### src/rtl/fetch_pkg.sv
// ============================================================================
// Module : fetch_pkg
// Brief  : Shared types and constants for the instruction fetch stage.
// Rev    : 1.0
// ============================================================================
`default_nettype none

package fetch_pkg;

  localparam int INSTR_W = 32;
  localparam int PC_STEP = 4;

  typedef enum logic [1:0] {
    FETCH = 2'd0,
    HOLD  = 2'd1,
    DROP  = 2'd2
  } fetch_state_t;

  // Instruction fetch is word-granular; the low PC bits carry no meaning.
  function automatic logic [31:0] pc_align(input logic [31:0] pc);
    return pc & ~32'h0000_0003;
  endfunction

endpackage

`default_nettype wire

### src/rtl/fetch_hold_buf.sv
// ============================================================================
// Module : fetch_hold_buf
// Brief  : One-entry skid buffer for an instruction returned while decode stalls.
// Rev    : 1.0
// ============================================================================
`default_nettype none

module fetch_hold_buf
  import fetch_pkg::*;
(
  input  logic               CLK,
  input  logic               RST,
  input  logic               load,
  input  logic               clear,
  input  logic [31:0]        pc_in,
  input  logic [INSTR_W-1:0] instr_in,
  output logic               valid,
  output logic [31:0]        pc,
  output logic [INSTR_W-1:0] instr
);

  logic               valid_d, valid_q;
  logic [31:0]        pc_d, pc_q;
  logic [INSTR_W-1:0] instr_d, instr_q;

  // Clear wins so a redirect in the same cycle as a capture discards the data.
  always_comb begin
    valid_d = valid_q;
    pc_d    = pc_q;
    instr_d = instr_q;
    if (clear) begin
      valid_d = 1'b0;
      pc_d    = '0;
      instr_d = '0;
    end else if (load) begin
      valid_d = 1'b1;
      pc_d    = pc_in;
      instr_d = instr_in;
    end
  end

  always_ff @(posedge CLK or posedge RST) begin
    if (RST) begin
      valid_q <= 1'b0;
      pc_q    <= '0;
      instr_q <= '0;
    end else begin
      valid_q <= valid_d;
      pc_q    <= pc_d;
      instr_q <= instr_d;
    end
  end

  assign valid = valid_q;
  assign pc    = pc_q;
  assign instr = instr_q;

endmodule

`default_nettype wire

### src/rtl/fetch_stage.sv
// ============================================================================
// Module : fetch_stage
// Brief  : PC sequencing, I-memory handshake and F/D register; optional perf
//          counters enabled with macro FETCH_PERF_CNT_EN.
// Rev    : 1.0
// ============================================================================
`default_nettype none

module fetch_stage
  import fetch_pkg::*;
#(
  parameter logic [31:0] RESET_PC = 32'h0000_0000
) (
  input  logic               CLK,
  input  logic               RST,
  input  logic               stall_D,
  input  logic               flush_D,
  input  logic               redirect,
  input  logic [31:0]        redirect_PC,
  output logic               imem_req,
  output logic [31:0]        imem_addr,
  input  logic               imem_ready,
  input  logic [INSTR_W-1:0] imem_rdata,
  output logic [31:0]        PC_D,
  output logic [INSTR_W-1:0] Instr_D,
  output logic [31:0]        PC_plus4_D,
  output logic               valid_D,
  output logic               fetch_busy
`ifdef FETCH_PERF_CNT_EN
  ,
  output logic [31:0]        perf_fetched,
  output logic [31:0]        perf_miss_cycles
`endif
);

  localparam logic [31:0] RESET_PC_A = RESET_PC & ~32'h0000_0003;

  fetch_state_t       state_d, state_q;
  logic [31:0]        pc_d, pc_q;
  logic [31:0]        drop_addr_d, drop_addr_q;
  logic [31:0]        pc_fd_d, pc_fd_q;
  logic [INSTR_W-1:0] instr_fd_d, instr_fd_q;
  logic [31:0]        pc4_fd_d, pc4_fd_q;
  logic               valid_fd_d, valid_fd_q;
  logic               fd_load;
  logic               hb_load, hb_clear, hb_valid;
  logic [31:0]        hb_pc;
  logic [INSTR_W-1:0] hb_instr;
  logic [31:0]        pc_next;

  assign pc_next = pc_q + PC_STEP;

  fetch_hold_buf u_hold_buf (
    .CLK      (CLK),
    .RST      (RST),
    .load     (hb_load),
    .clear    (hb_clear),
    .pc_in    (pc_q),
    .instr_in (imem_rdata),
    .valid    (hb_valid),
    .pc       (hb_pc),
    .instr    (hb_instr)
  );

  always_comb begin
    state_d     = state_q;
    pc_d        = pc_q;
    drop_addr_d = drop_addr_q;
    pc_fd_d     = pc_fd_q;
    instr_fd_d  = instr_fd_q;
    pc4_fd_d    = pc4_fd_q;
    valid_fd_d  = valid_fd_q;
    fd_load     = 1'b0;
    hb_load     = 1'b0;
    hb_clear    = 1'b0;

    case (state_q)
      FETCH: begin
        if (imem_ready) begin
          if (stall_D) begin
            hb_load = 1'b1;
            state_d = HOLD;
          end else begin
            fd_load    = 1'b1;
            pc_fd_d    = pc_q;
            instr_fd_d = imem_rdata;
            pc4_fd_d   = pc_next;
            valid_fd_d = 1'b1;
            pc_d       = pc_next;
          end
        end
      end
      HOLD: begin
        if (!stall_D) begin
          fd_load    = 1'b1;
          pc_fd_d    = hb_pc;
          instr_fd_d = hb_instr;
          pc4_fd_d   = hb_pc + PC_STEP;
          valid_fd_d = hb_valid;
          pc_d       = pc_next;
          hb_clear   = 1'b1;
          state_d    = FETCH;
        end
      end
      DROP: begin
        if (imem_ready) state_d = FETCH;
      end
      default: state_d = FETCH;
    endcase

    // Nothing new reached decode and decode is free: insert a bubble.
    if (!fd_load && !stall_D) valid_fd_d = 1'b0;

    // Redirect discards everything in flight; an unanswered request must
    // still complete at its original address before the new target goes out.
    if (redirect) begin
      pc_d     = pc_align(redirect_PC);
      hb_load  = 1'b0;
      hb_clear = 1'b1;
      if (state_q != HOLD && !imem_ready) begin
        state_d     = DROP;
        drop_addr_d = (state_q == DROP) ? drop_addr_q : pc_q;
      end else begin
        state_d = FETCH;
      end
    end

    if (flush_D || redirect) begin
      pc_fd_d    = '0;
      instr_fd_d = '0;
      pc4_fd_d   = '0;
      valid_fd_d = 1'b0;
    end
  end

  always_ff @(posedge CLK or posedge RST) begin
    if (RST) begin
      state_q     <= FETCH;
      pc_q        <= RESET_PC_A;
      drop_addr_q <= '0;
      pc_fd_q     <= '0;
      instr_fd_q  <= '0;
      pc4_fd_q    <= '0;
      valid_fd_q  <= 1'b0;
    end else begin
      state_q     <= state_d;
      pc_q        <= pc_d;
      drop_addr_q <= drop_addr_d;
      pc_fd_q     <= pc_fd_d;
      instr_fd_q  <= instr_fd_d;
      pc4_fd_q    <= pc4_fd_d;
      valid_fd_q  <= valid_fd_d;
    end
  end

  assign imem_req   = !RST && (state_q != HOLD);
  assign imem_addr  = (state_q == DROP) ? drop_addr_q : pc_q;
  assign fetch_busy = !RST && (state_q != HOLD) && !imem_ready;

  assign PC_D       = pc_fd_q;
  assign Instr_D    = instr_fd_q;
  assign PC_plus4_D = pc4_fd_q;
  assign valid_D    = valid_fd_q;

`ifdef FETCH_PERF_CNT_EN
  logic [31:0] perf_fetched_d, perf_fetched_q;
  logic [31:0] perf_miss_d, perf_miss_q;

  always_comb begin
    perf_fetched_d = perf_fetched_q;
    perf_miss_d    = perf_miss_q;
    if (fd_load && valid_fd_d && !flush_D && !redirect)
      perf_fetched_d = perf_fetched_q + 32'd1;
    if (fetch_busy)
      perf_miss_d = perf_miss_q + 32'd1;
  end

  always_ff @(posedge CLK or posedge RST) begin
    if (RST) begin
      perf_fetched_q <= '0;
      perf_miss_q    <= '0;
    end else begin
      perf_fetched_q <= perf_fetched_d;
      perf_miss_q    <= perf_miss_d;
    end
  end

  assign perf_fetched     = perf_fetched_q;
  assign perf_miss_cycles = perf_miss_q;
`endif

endmodule

`default_nettype wire

### config.mk
export PLATFORM = sky130hd
export DESIGN_NAME = fetch_stage
export DESIGN_NICKNAME = d
export VERILOG_FILES = /design/src/rtl/fetch_pkg.sv /design/src/rtl/fetch_hold_buf.sv /design/src/rtl/fetch_stage.sv
export SDC_FILE = /design/constraint.sdc
export NUM_CORES = 1
export LEC_CHECK = 0
export BUFFER_PORTS_ARGS = -buffer_cell sky130_fd_sc_hd__buf_2
export CAP_MARGIN = 5
export CORE_MARGIN = 4
export CORE_UTILIZATION = 60
export DETAILED_ROUTE_END_ITERATION = 6
export PLACE_DENSITY = 0.85
export SKIP_CTS_REPAIR_TIMING = 1
export SKIP_LAST_GASP = 1
export SLEW_MARGIN = 15
export SYNTH_ARGS = -nofsm -noshare
export SYNTH_HDL_FRONTEND = slang
export SYNTH_HIERARCHICAL = 1
export SYNTH_SLANG_ARGS = --single-unit
### constraint.sdc
create_clock -name CLK -period 13.05 [get_ports CLK]
set_clock_uncertainty 0.15 [all_clocks]
set_input_delay 3.915 -clock CLK [delete_from_list [all_inputs] [get_ports CLK]]
set_output_delay 3.915 -clock CLK [all_outputs]
set_load 0.02 [all_outputs]
== Word level (Yosys, flattened, before mapping) ==
Cells that the tools add are included.
Storage, ports and cells
  register bits: 228
  bits of input ports: 70
  output and inout port bits: 131
  logic and storage cells: 92
Operators by class
  add/sub/neg operators: 2
  equality and inequality tests: 13
  multiplexer cells: 48
  reduce and logical (&&, ||, !) cells: 19
Operator list (count)
  $mux 32: 20
  $pmux 32 s2: 4
  $add 32x3->32 const B: 2
  $ne 3x3->1 const B: 7
  $mux 1: 15
  $mux 2: 6
  $ne 4x4->1 const B: 3
  $reduce_and 4->1: 3
  $pmux 2 s3: 1
  $reduce_bool 3->1: 2
  $logic_and 1x1->1: 4
  $logic_not 1->1: 4
  $pmux 1 s2: 2
  $reduce_and 2->1: 2
  $reduce_bool 4->1: 1
  $eq 2x1->1 const B: 1
  $eq 2x2->1 const B: 1
  $logic_not 2->1: 1
  $ne 2x1->1 const B: 1
  $reduce_bool 2->1: 1
  $logic_or 1x1->1: 1

== Logic depth before layout (Yosys ltp) ==
Gate-level depths: netlist of run 1.
  depth after elaboration: 7
  mapped depth: 8
  gate-level depth less buffers: 6

== Cells and area by module ==
The synthesis of run 1 kept the hierarchy.
Modules (own cells, without submodules)
  fetch_stage: times used 1, cells an instance 980, area an instance 8790.9 µm², seq. area each 3978.8 µm²
  fetch_hold_buf: times used 1, cells an instance 210, area an instance 2640.0 µm², seq. area each 1626.6 µm²

== Worst setup path before layout of run 1 ==
Ideal clock, no wire load.
  kind: input -> output
  from: input port imem_ready
  to: output port fetch_busy
  arrival: 4.412 ns
  data required time: 8.985 ns
  setup slack: 4.573 ns
  stages on the path: 1
  path buffers: 0
  cells stage by stage: nor3_1
Between the ends
  cells in the longest elaborated chain, start to end: 2
Ends and longest elaborated chain
  start: declaration: line fetch_stage.sv:22  | input logic imem_ready,
  $logic_not 1->1: line fetch_stage.sv:158  | assign fetch_busy = !RST && (state_q != HOLD) && !imem_ready;
  $logic_and 1x1->1: line fetch_stage.sv:158
  end: declaration: line fetch_stage.sv:28  | output logic fetch_busy
Every way passes these cells.

== Final worst setup path of run 1 ==
Same ends and word-level chain as after synthesis.

==> results of run 1 <==
==> worst max-delay path by stage <==
stage | to | depth (start not counted) | from | slack, ps
detailed placement | fetch_busy | 3 | imem_ready | 4570
floorplan | fetch_busy | 1 | imem_ready | 4570
global placement | fetch_busy | 3 | imem_ready | 4550
global route | fetch_busy | 3 | imem_ready | 4520
CTS | fetch_busy | 3 | imem_ready | 4570
finish | fetch_busy | 3 | imem_ready | 4570
==> cell type report <==
class                           count  area (um2)  share of cell area
Clock inverter                      6        86.3             0.00655
Tap cell                          234         293              0.0222
Sequential cell                   224        5610               0.425
Inverter                           12        50.0             0.00380
Timing Repair Buffer              215        1120              0.0849
Multi-Input combinational cell    849        5350               0.406
Clock buffer                       34         677              0.0514
==> cells by family (layout without fill, tap and decap cells) <==
group           Yosys count  count (layout)  share of synthesized area
other cells               1               2                   0.000328
compound gates          161             161                      0.103
simple gates            491             491                      0.191
xor+xnor                 69              69                     0.0529
fa+ha+maj                 2               2                    0.00219
buf+inv                 118             267                     0.0456
mux                     124             124                      0.115
flops                   224             224                      0.490
==> cells in the final DEF, fill, tap and decap left out, drive strengths merged, types with 4 or more instances in the layout <==
master	instances
a31oi	5
nor3	21
nand4	24
dfrtp	224
inv	13
nand2	203
and3	12
or3	11
mux2	57
a32o	6
mux2i	67
and4	8
and2	5
o21ai	50
or2	4
clkbuf	34
a221o	7
xor2	33
a22oi	5
xnor2	36
o221ai	4
buf	215
nand3	29
a311oi	62
a21oi	8
nor4	14
nor2	146
==> stage by stage <==
| step | cell area, um2 | setup slack (ps) | std cells | utilization |
|---|---|---|---|---|
| floorplan | 11400 | 4570 | 1191 | - |
| global placement | 12400 | 4550 | 1534 | 0.664 |
| detailed placement | 12400 | 4570 | 1534 | 0.664 |
| CTS | 13200 | 4570 | 1574 | 0.704 |
| global route | 13200 | 4520 | 1574 | 0.704 |
| finish | 13200 | 4570 | 1574 | 0.704 |
==> per-layer routing <==
metal	vias up	GRT usage	wire length, um
met2	415	0.463	14600
li1	4444	-	-
met4	0	0.0790	680
met1	4648	0.408	12900
met3	54	0.0497	2660
met5	-	0	0
==> sequential cells by signal, summed over array words and instances, names as in the netlist <==
register / flops
PC_plus4_D: 30
pc_q: 30
u_hold_buf/instr: 32
u_hold_buf/valid: 1
PC_D: 32
Instr_D: 32
drop_addr_q: 32
u_hold_buf/pc: 32
state_q: 2
valid_D: 1
==> power groups by stage <==
stage / Sequential, mW / Combinational, mW / Clock, mW
global placement: 0.802 / 0.248 / 0
global route: 0.803 / 0.281 / 0.707
detailed placement: 0.807 / 0.254 / 0
floorplan: 0.790 / 0.185 / 0
CTS: 0.795 / 0.256 / 0.671
finish: 0.797 / 0.254 / 0.666
==> cells in the mapped netlist (4+ instances only) <==
cell type	count	area share
buf_1	9	0.0030
and3_1	12	0.0066
mux2_2	57	0.056
nand3_1	29	0.013
nand2_1	203	0.067
nor3_1	20	0.0088
o221ai_1	4	0.0031
and4_1	8	0.0061
nor4_1	14	0.0077
buf_8	5	0.0066
a311oi_1	62	0.048
xor2_1	33	0.025
a22oi_1	5	0.0033
a21oi_1	8	0.0035
nor2_1	145	0.048
a221o_1	7	0.0061
and2_1	5	0.0027
a31oi_1	5	0.0027
mux2i_1	67	0.059
xnor2_1	36	0.028
dfrtp_1	224	0.49
clkbuf_1	85	0.028
or3_1	11	0.0060
a32o_1	6	0.0053
or2_2	4	0.0022
o21ai_0	50	0.022
nand4_1	24	0.013
inv_1	12	0.0039
==> key figures, run 1 <==
Status
  • Status: finished clean

Clock tree
  • Total CTS buffers: 23
  • CTS tree: done
  • Clock sink count: 224
  • Clock buffer depth: 3
  • H-tree levels: 1
  • Clock Latency Late Sink: 510 ps
  • Clock Pin Slew Worst Setup and Hold Paths: 60 ps
  • Clock root buffer: clkbuf_16

Hold path
  • Worst hold path endpoint: drop_addr_q[1]
  • Hold_sp: drop_addr_q[1]
  • Hold Crit Depth: 1
  • Worst Hold Class: reg2reg

Floorplanning
  • I/O pins: 201
  • Core area: 18,700 um2
  • Die footprint: 21,300 um2
  • Die height: 146 um
  • Chip width: 146 um
  • Initial Util: 0.611
  • Row cnt: 50

STA
  • Worst-Margin Slew: 973 ps
  • RSZ-0062 raised after global routing: false
  • Sum Neg Setup Slack: 0 ps
  • # setup viols final: 0
  • Max-slew headroom: 0.345
  • Fmax: 0.118 GHz
  • Final slew viol count: 0
  • Final Hold Fails: 0
  • Period utilisation layout: 0.650
  • Tmin final: 8480 ps
  • Final hold slack: 336 ps

Yosys
  • Async SR Flop Fraction: 1.00
  • Cell variety after synth: 52
  • Seq cells post-synth: 224
  • Yosys warns: 6
  • Post-synth EDFFs: 0
  • Cells after synthesis: 1,190
  • Synth Flop Type: dfrtp_1
  • Mapped Area: 11,400 um2
  • Mean post-synth cell area: 9.61 um2
  • Seq/Total Area, Yosys: 0.490

Detailed routing
  • DRC violations left: 0
  • Detail Route Antenna Nets: 0
  • Initial DRC count: 759
  • First-pass DRT Iterations: 5
  • Vias: 9,561
  • Total routed wirelength: 30,900 um
  • Avg WL per Cell: 19.6 um
  • Vias per cell: 6.07

Pwr
  • Max IR drop VDD: 0.101 mV
  • Pint: 1.24 mW
  • Comb pwr share: 0.148
  • Leakage: 5.95 nW
  • Seq pwr share: 0.464
  • Design Power: 1.72 mW
  • NetSw: 0.473 mW
  • Sw Share: 0.276
  • Power share of the clock group: 0.388
  • P per Cell Area: 130 nW/um2

Setup path
  • Endpoint type of the worst setup path: output pin
  • Crit path buf inv count: 2
  • Critical Path AT: 4420 ps
  • Worst Path Required: 8980 ps
  • Worst R2R Setup Slack: 10,050 ps
  • Crit-path most repeated cell: buf_2
  • R2R cell count: 6
  • Crit Path Class: in2out
  • Crit-path leading delay family: buffers and inverters
  • Maximum fanout along the worst path: 5
  • Crit path largest cell delay: 190 ps
  • R2r endpoint: pc_q[26]
  • CP Cell Sequence: buf_2 -> nor3_1 -> buf_2
  • CP max stage cell: buf_2
  • CP startpoint kind: input pin
  • FF-to-FF Start: pc_q[2]

Layout
  • Fill cell count: 1,437
  • Fin nets: 1,397
  • Area growth syn-to-layout: 15.3%
  • ANT cells: 0
  • Share of layout cells above drive strength 1: 0.240

Placed design
  • Final RePlAce weighted congestion: 0.922
  • DP HPWL: 20,300 um
  • # port buffers: 198

GRT
  • Global-route wire length before repair: 50,500 um
  • Vias in the first global route: 9,469
  • GRT Overall Usage: 0.287
  • GR Overflow Total: 0
  • Largest net degree at the start of global routing: 98
  • Initial antenna violation count: 0

Flow run
  • Max cap viols: 0
No activity file was read; power rests on OpenSTA's default activity.
==> inputs of run 2 (changes only) <==
--- a/config.mk
+++ b/config.mk
@@ -5,12 +5,13 @@
 export SDC_FILE = /design/constraint.sdc
 export NUM_CORES = 1
 export LEC_CHECK = 0
+export ABC_AREA = 1
 export BUFFER_PORTS_ARGS = -buffer_cell sky130_fd_sc_hd__buf_2
 export CAP_MARGIN = 5
 export CORE_MARGIN = 4
-export CORE_UTILIZATION = 60
+export CORE_UTILIZATION = 51
 export DETAILED_ROUTE_END_ITERATION = 6
-export PLACE_DENSITY = 0.85
+export PLACE_DENSITY = 0.77
 export SKIP_CTS_REPAIR_TIMING = 1
 export SKIP_LAST_GASP = 1
 export SLEW_MARGIN = 15
==> constraint.sdc (replaced) <==
create_clock -name CLK -period 7.6 [get_ports CLK]
set_clock_uncertainty 0.15 [all_clocks]
set_input_delay 2.28 -clock CLK [delete_from_list [all_inputs] [get_ports CLK]]
set_output_delay 2.28 -clock CLK [all_outputs]
set_load 0.02 [all_outputs]
==> run 2 against run 1 <==
  * Via count grew 13%
  * Register-to-register slack worse by 5300 ps
  * Clock power grew 83%
  * Worst setup slack got worse by 2200 ps
  * Core utilization shrank 9.8 points
  * Die area increased by 18%
  * Total power increased by 75%
  * Wire length increased by 10%
  * Critical endpoint unchanged
  * Largest cell class unchanged
==> key figures, run 2 <==
Status
  • Status: finished clean

STA
  • Period utilisation layout: 0.686
  • Final Hold Fails: 0
  • Final slew viol count: 0
  • Max-slew headroom: 0.317
  • Sum Neg Setup Slack: 0 ps
  • RSZ-0062 raised after global routing: false
  • Worst-Margin Slew: 1020 ps
  • Fmax: 0.192 GHz
  • # setup viols final: 0
  • Tmin final: 5210 ps

Floorplanning
  • Initial Util: 0.524
  • Die footprint: 25,100 um2
  • Row cnt: 54
  • Chip width: 158 um
  • Core area: 22,000 um2
  • Die height: 158 um
  • I/O pins: 201

Yosys
  • Top cells by area, synth: dfrtp_1 (49%), nand2_1 (18%), nand3_1 (6.2%)
  • Top cell type by total area after synthesis: dfrtp_1
  • Synth Area in Compound Gates: 0.115
  • Synth top cells by count: nand2_1 (559), dfrtp_1 (224), nand3_1 (142)
  • Synth Flop Type: dfrtp_1
  • Cells after synthesis: 1,516
  • Most frequent cell after synthesis: nand2_1
  • Yosys top cell area share: 0.486
  • Post-synthesis mux area share: 0
  • Adder-Cell Fraction of Synth Area: 0.00217
  • Mean post-synth cell area: 7.61 um2
  • Seq/Total Area, Yosys: 0.486
  • Seq cells post-synth: 224
  • Yosys warns: 6
  • Mapped Area: 11,500 um2
  • Post-synthesis xor/xnor area fraction: 0.0175
  • Post-synth EDFFs: 0
  • Cell variety after synth: 39
  • Async SR Flop Fraction: 1.00
  • Largest family of logic cells by synthesized area: simple AND/OR/NAND/NOR gates
  • Synth Area in Simple Gates: 0.303

Pwr
  • Leakage: 6.85 nW
  • Max IR drop VDD: 0.190 mV
  • P per Cell Area: 224 nW/um2

Clock tree
  • CTS tree: done
  • Clock sink count: 224
  • Clock root buffer: clkbuf_16
  • Clock Latency Late Sink: 520 ps
  • Clock Pin Slew Worst Setup and Hold Paths: 60 ps
  • H-tree levels: 1
  • Clock buffer depth: 3
  • Total CTS buffers: 24

Detailed routing
  • Initial DRC count: 1,041
  • Total routed wirelength: 34,000 um
  • Avg WL per Cell: 17.3 um
  • First-pass DRT Iterations: 6
  • Vias per cell: 5.52
  • Detail Route Antenna Nets: 0
  • DRC violations left: 0
  • Vias: 10,900

Layout
  • ANT cells: 0
  • Non-filler cells, final: 1,967
  • Area growth syn-to-layout: 15.8%
  • Share of layout cells above drive strength 1: 0.167
  • Fin nets: 1,741
  • Most common cell after layout, fill and taps aside: nand2_1
  • Most frequent cells in the layout: nand2_1 (558), dfrtp_1 (224), buf_2 (198)

GRT
  • Global-route wire length before repair: 54,100 um
  • GR Overflow Total: 0
  • Largest net degree at the start of global routing: 103
  • Vias in the first global route: 10,100
  • Initial antenna violation count: 0
  • GRT Overall Usage: 0.269

Setup path
  • CP startpoint kind: input pin
  • Critical Path AT: 2780 ps
  • Endpoint type of the worst setup path: output pin
  • R2R cell count: 6
  • FF-to-FF Start: state_q[1]
  • R2r endpoint: u_hold_buf/instr[9]
  • Worst R2R Setup Slack: 4790 ps
  • Maximum fanout along the worst path: 4
  • Crit Path Class: in2out
  • Worst Path Required: 5170 ps

Placed design
  • Placed cells: 1,923
  • Final RePlAce weighted congestion: 0.962
  • # port buffers: 198
  • DP HPWL: 23,200 um

Hold path
  • Hold Crit Depth: 2
  • Worst hold path endpoint: u_hold_buf/instr[0]
  • Hold_sp: u_hold_buf/instr[0]
  • Worst Hold Class: reg2reg

Flow run
  • Max cap viols: 0
## run 2: cell count changes in the layout (fill, tap and decap cells not counted), sizes merged, moves of 30 or more
cell / previous run / this run
nand2: 203 / 570
nand3: 29 / 142
inv: 13 / 111
o21ai: 50 / 136
mux2i: 67 / 0
a311oi: 62 / 0
mux2: 57 / 0
xnor2: 36 / 6
## run 2: logic make-up after synthesis
family,Yosys count
simple gates,850
flops,224
compound gates,222
buf+inv,194
xor+xnor,23
fa+ha+maj,2
other cells,1
## run 2: final cells by class
type / count / area, um2
clock buffer: 35 / 693
clock inverter: 9 / 126
fill: 1994 / 8670
inverter: 111 / 423
multi-input combinational: 1099 / 5070
sequential: 224 / 5610
tap: 280 / 350
timing repair buffer: 209 / 1090
## run 2: routing by layer
metal	global-route usage	routed length, um	up-vias
li1	-	-	5194
met1	0.410	15500	5092
met2	0.405	14700	512
met3	0.0405	3130	52
met4	0.0703	728	0
met5	0	0	-
## run 2: power breakdown
group | total, mW | leakage [nW] | internal, mW | switching, mW
logic | 0.437 | 3.44 | 0.127 | 0.310
registers | 1.34 | 3.01 | 1.27 | 0.0746
clock network | 1.22 | 0.401 | 0.736 | 0.480
total | 3.00 | 6.85 | 2.13 | 0.865
## run 2: critical path, cell delays in order
cell	delay, ps
buf_2	140
nor3_1	170
buf_2	190
## run 2: how the worst max path moves through the flow
stage / start / end
2_1_floorplan: RST / Instr_D[0]
3_3_place_gp: imem_ready / fetch_busy
3_5_place_dp: imem_ready / fetch_busy
4_1_cts: imem_ready / fetch_busy
5_1_grt: imem_ready / fetch_busy
6_report: imem_ready / fetch_busy
## run 2: metrics by stage
| stage | hold WS, ps | util | worst slack, ps | cell area [um2] | power (mW) |
|---|---|---|---|---|---|
| floorplan | 292 | - | 878 | 11500 | 1.64 |
| global placement | 304 | 0.569 | 2390 | 12500 | 1.79 |
| detailed placement | 309 | 0.569 | 2380 | 12500 | 1.79 |
| CTS | 323 | 0.606 | 2380 | 13400 | 3.01 |
| global route | 333 | 0.606 | 2300 | 13400 | 3.12 |
| finish | 322 | 0.606 | 2390 | 13400 | 3.00 |
==> inputs of run 3 (changes only) <==
==> constraint.sdc (replaced) <==
create_clock -name CLK -period 4.5 [get_ports CLK]
set_clock_uncertainty 0.15 [all_clocks]
set_input_delay 1.35 -clock CLK [delete_from_list [all_inputs] [get_ports CLK]]
set_output_delay 1.35 -clock CLK [all_outputs]
set_load 0.02 [all_outputs]
==> run 3 against run 2 <==
  * Sequential share of layout area unchanged
  * Clock-buffer cell count unchanged
  * Critical path depth is 2 higher
  * Clock power up 49%
  * First-iteration DRC count increased by 9.1%
  * Wire length decreased by 0.13%
  * Combinational power up 71%
  * Sequential power is 69% higher
  * Critical endpoint is now imem_addr[29]
  * Largest cell class unchanged
  * Largest power group unchanged
==> key figures, run 3 (synthesis results as in run 2) <==
Status
  • Status: finished clean

Flow run
  • Max cap viols: 0

Floorplanning
  • Initial Util: 0.524
  • Row cnt: 54
  • Chip width: 158 um
  • Die height: 158 um
  • Die footprint: 25,100 um2
  • I/O pins: 201
  • Core area: 22,000 um2

Pwr
  • Leakage: 6.85 nW
  • Max IR drop VDD: 0.265 mV
  • P per Cell Area: 363 nW/um2

Setup path
  • Crit Path Class: reg2out
  • Worst Path Required: 3000 ps
  • Maximum fanout along the worst path: 36
  • FF-to-FF Start: state_q[1]
  • Worst R2R Setup Slack: 1680 ps
  • Endpoint type of the worst setup path: output pin
  • CP startpoint kind: flip-flop
  • R2r endpoint: u_hold_buf/instr[3]
  • Critical Path AT: 2190 ps
  • R2R cell count: 6

STA
  • Max-slew headroom: 0.314
  • Period utilisation layout: 0.820
  • RSZ-0062 raised after global routing: false
  • Tmin final: 3690 ps
  • Final Hold Fails: 0
  • # setup viols final: 0
  • Sum Neg Setup Slack: 0 ps
  • Worst setup margin: 811 ps
  • Final hold slack: 321 ps
  • Final slew viol count: 0
  • Worst-Margin Slew: 1030 ps
  • Fmax: 0.271 GHz

Layout
  • Fin nets: 1,749
  • Area growth syn-to-layout: 15.8%
  • Fin util: 0.606
  • ANT cells: 0
  • Non-filler cells, final: 1,971
  • Share of layout cells above drive strength 1: 0.168
  • Most common cell after layout, fill and taps aside: nand2_1
  • Most frequent cells in the layout: nand2_1 (558), dfrtp_1 (224), buf_2 (198)

Detailed routing
  • First-pass DRT Iterations: 5
  • Detail Route Antenna Nets: 0
  • DRC violations left: 0
  • Vias per cell: 5.56
  • Avg WL per Cell: 17.2 um
  • Initial DRC count: 1,136
  • Vias: 11,000
  • Total routed wirelength: 34,000 um

GRT
  • Vias in the first global route: 10,400
  • GRT Overall Usage: 0.272
  • Largest net degree at the start of global routing: 104
  • Global-route wire length before repair: 54,800 um
  • Initial antenna violation count: 0
  • GR Overflow Total: 0

Placed design
  • # port buffers: 198
  • Placed cells: 1,931
  • Final RePlAce weighted congestion: 0.959
  • DP HPWL: 24,200 um
  • DP Worst Slack: 1090 ps

Hold path
  • Worst hold path endpoint: u_hold_buf/instr[0]
  • Hold_sp: u_hold_buf/instr[0]
  • Hold Crit Depth: 2
  • Worst Hold Class: reg2reg

Clock tree
  • Clock Latency Late Sink: 530 ps
  • CTS tree: done
  • Clock buffer depth: 3
  • Total CTS buffers: 24
  • Clock Pin Slew Worst Setup and Hold Paths: 60 ps
  • Clock root buffer: clkbuf_16
  • Clock sink count: 224
  • H-tree levels: 1
run 3: cell types whose count changed in the layout (fill, tap and decap cells not counted):
cell,before,now
buf_12,1,5
buf_4,10,14
bufinv_16,3,0
clkbuf_1,7,8
clkbuf_16,25,24
clkinv_2,5,4
clkinv_8,0,1
clkinvlp_4,1,2
inv_6,2,0
run 3: through the flow:
stage	total power, mW	cell area [um2]
after global placement	3.03	12600
final	4.84	13400
after detailed placement	3.05	12600
after global routing	5.07	13400
after floorplan	2.77	11500
after CTS	4.86	13400
run 3: worst max-delay path by stage:
| stage | startpoint | end | slack [ps] |
|---|---|---|---|
| final | state_q[1] | imem_addr[29] | 810 |
| after global routing | state_q[1] | imem_addr[29] | 670 |
| after CTS | state_q[1] | imem_addr[29] | 790 |
| after detailed placement | redirect | PC_plus4_D[19] | 1090 |
| after global placement | redirect | PC_plus4_D[19] | 1070 |
| after floorplan | RST | Instr_D[0] | 990 |
run 3: layout make-up:
cell class | instances | area, um2
Inverter | 111 | 422
Timing Repair Buffer | 217 | 1200
Sequential cell | 224 | 5610
Clock buffer | 35 | 672
Multi-Input combinational cell | 1099 | 5070
Tap cell | 280 | 350
Fill cell | 1991 | 8670
Clock inverter | 5 | 38.8
run 3: power by group:
| part | total (mW) | internal, mW | switching [mW] |
|---|---|---|---|
| sequential | 2.27 | 2.14 | 0.129 |
| clock | 1.82 | 1.03 | 0.789 |
| combinational | 0.749 | 0.225 | 0.524 |
run 3: worst max-delay path, stage by stage, from the launching register on:
cell,delay [ps]
dfrtp_1,470
nand2_2,320
buf_4,370
nand2_1,120
o21ai_0,150
buf_2,230
run 3: per-layer routing:
layer | part of all wire | global-route usage | vias up
met5 | 0 | 0 | -
met4 | 0.022 | 0.0703 | 0
met3 | 0.10 | 0.0527 | 60
met2 | 0.43 | 0.399 | 559
met1 | 0.45 | 0.417 | 5134
li1 | - | - | 5210
